===== src/rtl/alu_operand_stage.sv =====
// ALU operand stage: resolves register operands through MEM/WB forwarding, muxes ALU sources
// and registers them behind a single-entry valid/ready pipeline slot.
module alu_operand_stage #(
    parameter int unsigned WIDTH   = 32,
    parameter int unsigned REG_AW  = 5,
    parameter int unsigned PC_STEP = 4
) (
    input  logic              clk,
    input  logic              reset,
    input  logic              in_valid,
    output logic              in_ready,
    input  logic [1:0]        sel1,
    input  logic [1:0]        sel2,
    input  logic [REG_AW-1:0] rs1_addr,
    input  logic [REG_AW-1:0] rs2_addr,
    input  logic [WIDTH-1:0]  rs1_data,
    input  logic [WIDTH-1:0]  rs2_data,
    input  logic [WIDTH-1:0]  imm,
    input  logic [WIDTH-1:0]  pc,
    input  logic              fwd_mem_we,
    input  logic [REG_AW-1:0] fwd_mem_rd,
    input  logic [WIDTH-1:0]  fwd_mem_data,
    input  logic              fwd_wb_we,
    input  logic [REG_AW-1:0] fwd_wb_rd,
    input  logic [WIDTH-1:0]  fwd_wb_data,
    input  logic              flush,
    output logic              out_valid,
    input  logic              out_ready,
    output logic [WIDTH-1:0]  src1,
    output logic [WIDTH-1:0]  src2,
    output logic [WIDTH-1:0]  store_data,
    output logic              sel_err
);

    localparam logic [1:0] SEL1_RS1  = 2'd0;
    localparam logic [1:0] SEL1_PC   = 2'd1;
    localparam logic [1:0] SEL1_ZERO = 2'd2;
    localparam logic [1:0] SEL2_RS2  = 2'd0;
    localparam logic [1:0] SEL2_IMM  = 2'd1;
    localparam logic [1:0] SEL2_CONST = 2'd2;
    localparam logic [1:0] SEL_ILL   = 2'd3;

    localparam logic [WIDTH-1:0] STEP = WIDTH'(PC_STEP);

    logic             out_valid_q, out_valid_d;
    logic             sel_err_q, sel_err_d;
    logic [WIDTH-1:0] src1_q, src1_d;
    logic [WIDTH-1:0] src2_q, src2_d;
    logic [WIDTH-1:0] store_q, store_d;
    logic [WIDTH-1:0] rs1_val, rs2_val;
    logic             capture;

    // x0 is hardwired; the younger MEM result wins over WB when both target the same register.
    function automatic logic [WIDTH-1:0] resolve(input logic [REG_AW-1:0] addr,
                                                 input logic [WIDTH-1:0]  rf_data);
        if (addr == '0) begin
            return '0;
        end else if (fwd_mem_we && fwd_mem_rd == addr) begin
            return fwd_mem_data;
        end else if (fwd_wb_we && fwd_wb_rd == addr) begin
            return fwd_wb_data;
        end
        return rf_data;
    endfunction

    assign in_ready = !out_valid_q || out_ready;
    assign capture  = in_valid && in_ready && !flush;

    always_comb begin
        rs1_val = resolve(rs1_addr, rs1_data);
        rs2_val = resolve(rs2_addr, rs2_data);

        unique case (sel1)
            SEL1_RS1:  src1_d = rs1_val;
            SEL1_PC:   src1_d = pc;
            SEL1_ZERO: src1_d = '0;
            default:   src1_d = '0;
        endcase

        unique case (sel2)
            SEL2_RS2:   src2_d = rs2_val;
            SEL2_IMM:   src2_d = imm;
            SEL2_CONST: src2_d = STEP;
            default:    src2_d = '0;
        endcase

        store_d   = rs2_val;
        sel_err_d = sel_err_q || (capture && (sel1 == SEL_ILL || sel2 == SEL_ILL));

        if (flush) begin
            out_valid_d = 1'b0;
        end else if (capture) begin
            out_valid_d = 1'b1;
        end else begin
            out_valid_d = out_valid_q && !out_ready;
        end
    end

    always_ff @(posedge clk or posedge reset) begin
        if (reset) begin
            out_valid_q <= 1'b0;
            sel_err_q   <= 1'b0;
            src1_q      <= '0;
            src2_q      <= '0;
            store_q     <= '0;
        end else begin
            out_valid_q <= out_valid_d;
            sel_err_q   <= sel_err_d;
            if (capture) begin
                src1_q  <= src1_d;
                src2_q  <= src2_d;
                store_q <= store_d;
            end
        end
    end

    assign out_valid  = out_valid_q;
    assign sel_err    = sel_err_q;
    assign src1       = src1_q;
    assign src2       = src2_q;
    assign store_data = store_q;

endmodule

===== config.mk =====
export PLATFORM = sky130hd
export DESIGN_NAME = alu_operand_stage
export DESIGN_NICKNAME = d
export VERILOG_FILES = /design/src/rtl/alu_operand_stage.sv
export SDC_FILE = /design/constraint.sdc
export NUM_CORES = 1
export LEC_CHECK = 0
export BUFFER_PORTS_ARGS = -buffer_cell sky130_fd_sc_hd__buf_2
export CORE_MARGIN = 2
export CORE_UTILIZATION = 42
export CTS_CLUSTER_SIZE = 40
export DETAILED_ROUTE_END_ITERATION = 16
export PLACE_DENSITY = 0.78
export SLEW_MARGIN = 20
export SYNTH_ARGS = -nofsm -noshare
export SYNTH_HDL_FRONTEND = slang
export SYNTH_SLANG_ARGS = --single-unit
export TNS_END_PERCENT = 10

===== constraint.sdc =====
create_clock -name clk -period 2.6 [get_ports clk]
set_input_delay 0.26 -clock clk [delete_from_list [all_inputs] [get_ports clk]]
set_output_delay 0.26 -clock clk [all_outputs]
set_load 0.02 [all_outputs]

# [Word level (Yosys, flattened, before mapping)]
# Index checks and enable logic that the tools add are counted.
[totals] input_bits=223 reg_bits=98 output_inout_bits=99 elab_cells=50
[classes] n_eq_ne=9 n_reduce_logical=18 muxes=18
[op_table] cell="$mux W32" count=8
[op_table] cell="$pmux W32 S3" count=1
[op_table] cell="$pmux W32 S2" count=1
[op_table] cell="$eq A5 B5 Y1" count=4
[op_table] cell="$logic_not A5 Y1" count=2
[op_table] cell="$logic_and A1 B1 Y1" count=8
[op_table] cell="$mux W1" count=8
[op_table] cell="$eq A2 B2 Y1 const B" count=3
[op_table] cell="$eq A2 B1 Y1 const B" count=2
[op_table] cell="$logic_not A2 Y1" count=2
[op_table] cell="$logic_not A1 Y1" count=3
[op_table] cell="$logic_or A1 B1 Y1" count=3

# [Depth between registers and ports, before layout]
[depth] depth_word=7 depth_mapped=8 ltp_nobuf=6

# [Worst setup path before layout]
# OpenSTA, ideal clock, no wires.
[synth_timing] path_kind="input-to-reg" from="in rs2_addr[3]" to="reg src2_q[31], in the netlist src2[31]" arrival_ns=1.681 setup_slack_ns=0.798 cell_stages=8 setup_ns=0.121 n_path_buf=2 t_required_ns=2.479 path_cell_list="xnor2_1 > o2111ai_1 > or3_1 > buf_2 > buf_6 > a221oi_2 > o21ai_1 > a22o_1"
[synth_via] elab_chain_len=7 word_cells_on_any_way=12 classes_between="eq/ne (2); mux (7); reduce/logical (3)"
[synth_lines] item="start, declared" line_no="15" source="input logic [REG_AW-1:0] rs2_addr,"
[synth_lines] item="$eq A5 B5 Y1" line_no="60" source="end else if (fwd_wb_we && fwd_wb_rd == addr) begin"
[synth_lines] item="$logic_and A1 B1 Y1" line_no="60"
[synth_lines] item="$mux W1" line_no="60"
[synth_lines] item="$mux W1" line_no="58" source="end else if (fwd_mem_we && fwd_mem_rd == addr) begin"
[synth_lines] item="$mux W1" line_no="56" source="if (addr == '0) begin"
[synth_lines] item="$mux W32 (*)" line_no="63" source="return rf_data;"
[synth_lines] item="$pmux W32 S3 (*)" line_no="80" source="unique case (sel2)"
[synth_lines] item="end signal, assigned" line_no="111" source="src2_q <= src2_d;"
[synth_lines] item="end, declared" line_no="48" source="logic [WIDTH-1:0] src2_q, src2_d;"
# Every way passes the cells marked *; elsewhere a longest branch is shown, timed or not.
# A chain may end at the register's enable or synchronous reset.

# [Final worst setup path]
[layout_timing] from="in rs2_addr[3]" to="reg src2_q[13], in the netlist src2[13]"
# Same word-level chain as after synthesis.

==> results.toml <==
[sta]
fin_skew_ns = 0.00928
setup_ws_ns = 0.633
whs_ns = 0.00428
period_needed_ns = 1.97
fmax_mhz = 508
final_hold_viol_count = 0
final.period_utilization_pct = 75.6
fin_setup_tns_ns = 0
maxSlewViolCount = 0
worst_pin_slew_ns = 0.964
finalSetupViolations = 0
rsz0062_at_grt = "false"
slew_headroom_pct = 35.7

[placed_design]
io_buffers = 321
place.gp.congestion = 0.941
dp_hpwl_mm = 18.1
pre_cts_slack_ns = 0.301

[logic_synthesis]
post_synth_num_cell_types = 46
syn_area_mm2 = 0.00627
avgSynthCellArea_um2 = 8.97
ys_ff_latch = 98
yosys_warnings = 0
synth_fp_nets = 922
netlist_instances = 699
ys_seq_area_share_pct = 39.1

[clocking]
cts.repair.resized = 0
clkTransAtPathRegs_ns = 0.07
cts_tree = "yes"
clk_latency_ns = 0.35
numClockSinks = 98
cts-root-buf = "clkbuf_16"
cts_made_buffers = 9
post_cts_buffers = 0
cts-htree-levels = 3
cts_buffer_depth = 2
postCtsHoldBufs = 0

[floorplanning]
coreArea_mm2 = 0.0145
rows = 44
start_util_pct = 43.1
dieWidth_um = 126
ios = 322
fp.dieH_um = 126
dieArea_mm2 = 0.0159

[critical_path]
cpPeakStageDelay_ns = 0.51
start_kind = "input port"
critical_path_depth = 8
critPathCaptureType = "register"
reg2reg_slack_ns = 0.74
cp.required_ns = 2.84
crit_path_max_fanout = 16
cp_slowest_cell = "or3_2"
critical_path.top_delay_family = "compound AO/OA/AOI/OAI gates"
crit_buf_inv = 2
arrival_ns = 2.20
path_cells = "buf_2 > xnor2_1 > o2111ai_1 > or3_2 > buf_4 > a221oi_2 > o21ai_1 > a22o_1"
worstSetupPathType = "in -> reg"
r2r_start = "out_valid$_DFF_PP0_"
rr_endpoint = "store_data[14]$_DFFE_PP0P_"
rr_worst_depth = 6

[final_layout]
area_growth_pct = 33.5
mostFrequentLayoutCells = "321 x buf_2, 98 x dfrtp_1, 93 x nand2_1"
fin_nets = 1213
final_common_cell = "buf_2"
layout-drive-gt1-share_pct = 43.2
final_util_pct = 57.6
antenna_cells = 0

[flow_run]
max-cap-violations = 0

[power_and_ir_drop]
irDropWorstVdd_mv = 0.325
pwr-share-seq_pct = 40.6
switching_power_w = 0.00160
p_comb_share_pct = 31.0
p_sw_share_pct = 34.9
p_leak_nw = 4.16
pwr-share-clk_pct = 28.3
powerDensity_mw_per_mm2 = 547
internal_power_w = 0.00298

[global_route]
antenna_found_initial = 0
grt_max_degree = 55
grt.overflow.total = 0
grt_usage_pct = 30.4
grt_pass1_wl_mm = 37.7
grt_pass1_vias = 6769

[drt]
viasPerCell = 5.86
drc = 0
routed_wirelength_mm = 24.7
avgRoutedWirePerCell_um = 20.9
drt_iter0_drc = 673
ant_nets = 0
detail_route.first_pass.iterations = 5
vias = 6905

[outcome]
outcome = "finished, final reports clean"

[worst_hold_path]
worstHoldPathType = "in -> async"
flip-flops by register name, summed over array words and instances (netlist names):
name	count
src1	32
src2	32
store_data	32
out_valid	1
sel_err	1
final cells by class:
class	instances	area, µm²
inverters	5	22.5
repair buffers	343	1850
multi-input cells	533	3540
clock inverters	5	28.8
fillers	1357	6160
well taps	184	230
clock buffers	11	253
flip-flops and latches	98	2450
per-layer routing:
metal,routed length [µm],track usage [%],vias up
li1,-,-,3125
met2,11700,48.2,432
met4,741,10.9,0
met5,0,0,-
met1,9760,41.0,3294
met3,2480,6.97,54
power groups by stage:
stage          registers (W)  logic (W)  clock network, W
3_3_place_gp         0.00188    0.00140                 0
4_1_cts              0.00186    0.00142           0.00130
3_5_place_dp         0.00188    0.00142                 0
5_1_grt              0.00188    0.00153           0.00138
2_1_floorplan        0.00214   0.000522                 0
6_report             0.00186    0.00142           0.00130
worst max path at each step:
stage | from | end | slack (ns)
2_1_floorplan | rs2_addr[3] | src2[31]$_DFFE_PP0P_ | 0.80
3_3_place_gp | rs2_addr[3] | src2[7]$_DFFE_PP0P_ | 0.39
3_5_place_dp | rs2_addr[3] | src2[20]$_DFFE_PP0P_ | 0.30
4_1_cts | rs2_addr[3] | src2[13]$_DFFE_PP0P_ | 0.67
5_1_grt | rs2_addr[3] | src2[5]$_DFFE_PP0P_ | 0.56
6_report | rs2_addr[3] | src2[13]$_DFFE_PP0P_ | 0.63
kinds of logic after synthesis:
group	share of synthesized area (%)
muxes	4.81
buffers and inverters	4.99
xor gates and xnor gates	1.96
AOI/OAI and AO/OA	28.1
DFF	39.1
and+or+nand+nor	21.0
through the flow:
stage | power [W] | std cells | cell area, µm²
floorplan | 0.00267 | 699 | 6270
global placement | 0.00328 | 1163 | 8090
detailed placement | 0.00330 | 1163 | 8090
CTS | 0.00458 | 1179 | 8370
global route | 0.00479 | 1179 | 8370
finish | 0.00458 | 1179 | 8370
synthesized netlist by cell type (all sizes together):
cell | count | area, µm²
a211o | 28 | 245
a211oi | 2 | 20.0
a21bo | 1 | 10.0
a21oi | 1 | 5.00
a221o | 1 | 10.0
a221oi | 32 | 468
a22o | 31 | 272
a22oi | 4 | 30.0
a31oi | 4 | 25.0
and2 | 34 | 213
and3 | 5 | 31.3
buf | 14 | 110
clkbuf | 49 | 184
dfrtp | 98 | 2450
inv | 5 | 18.8
mux2 | 1 | 11.3
mux2i | 29 | 290
nand2 | 93 | 349
nand2b | 6 | 37.5
nand3 | 59 | 425
nand3b | 1 | 7.51
nand4 | 1 | 6.26
nor2 | 44 | 165
nor2b | 3 | 18.8
nor3 | 2 | 21.3
nor3b | 2 | 15.0
nor4 | 1 | 6.26
o2111ai | 2 | 17.5
o21ai | 125 | 626
o21bai | 1 | 7.51
o41a | 1 | 11.3
o41ai | 2 | 17.5
or2 | 1 | 6.26
or3 | 1 | 6.26
or4 | 1 | 7.51
xnor2 | 10 | 87.6
xor2 | 4 | 35.0
Note: power is estimated with default switching activity, not from simulation.
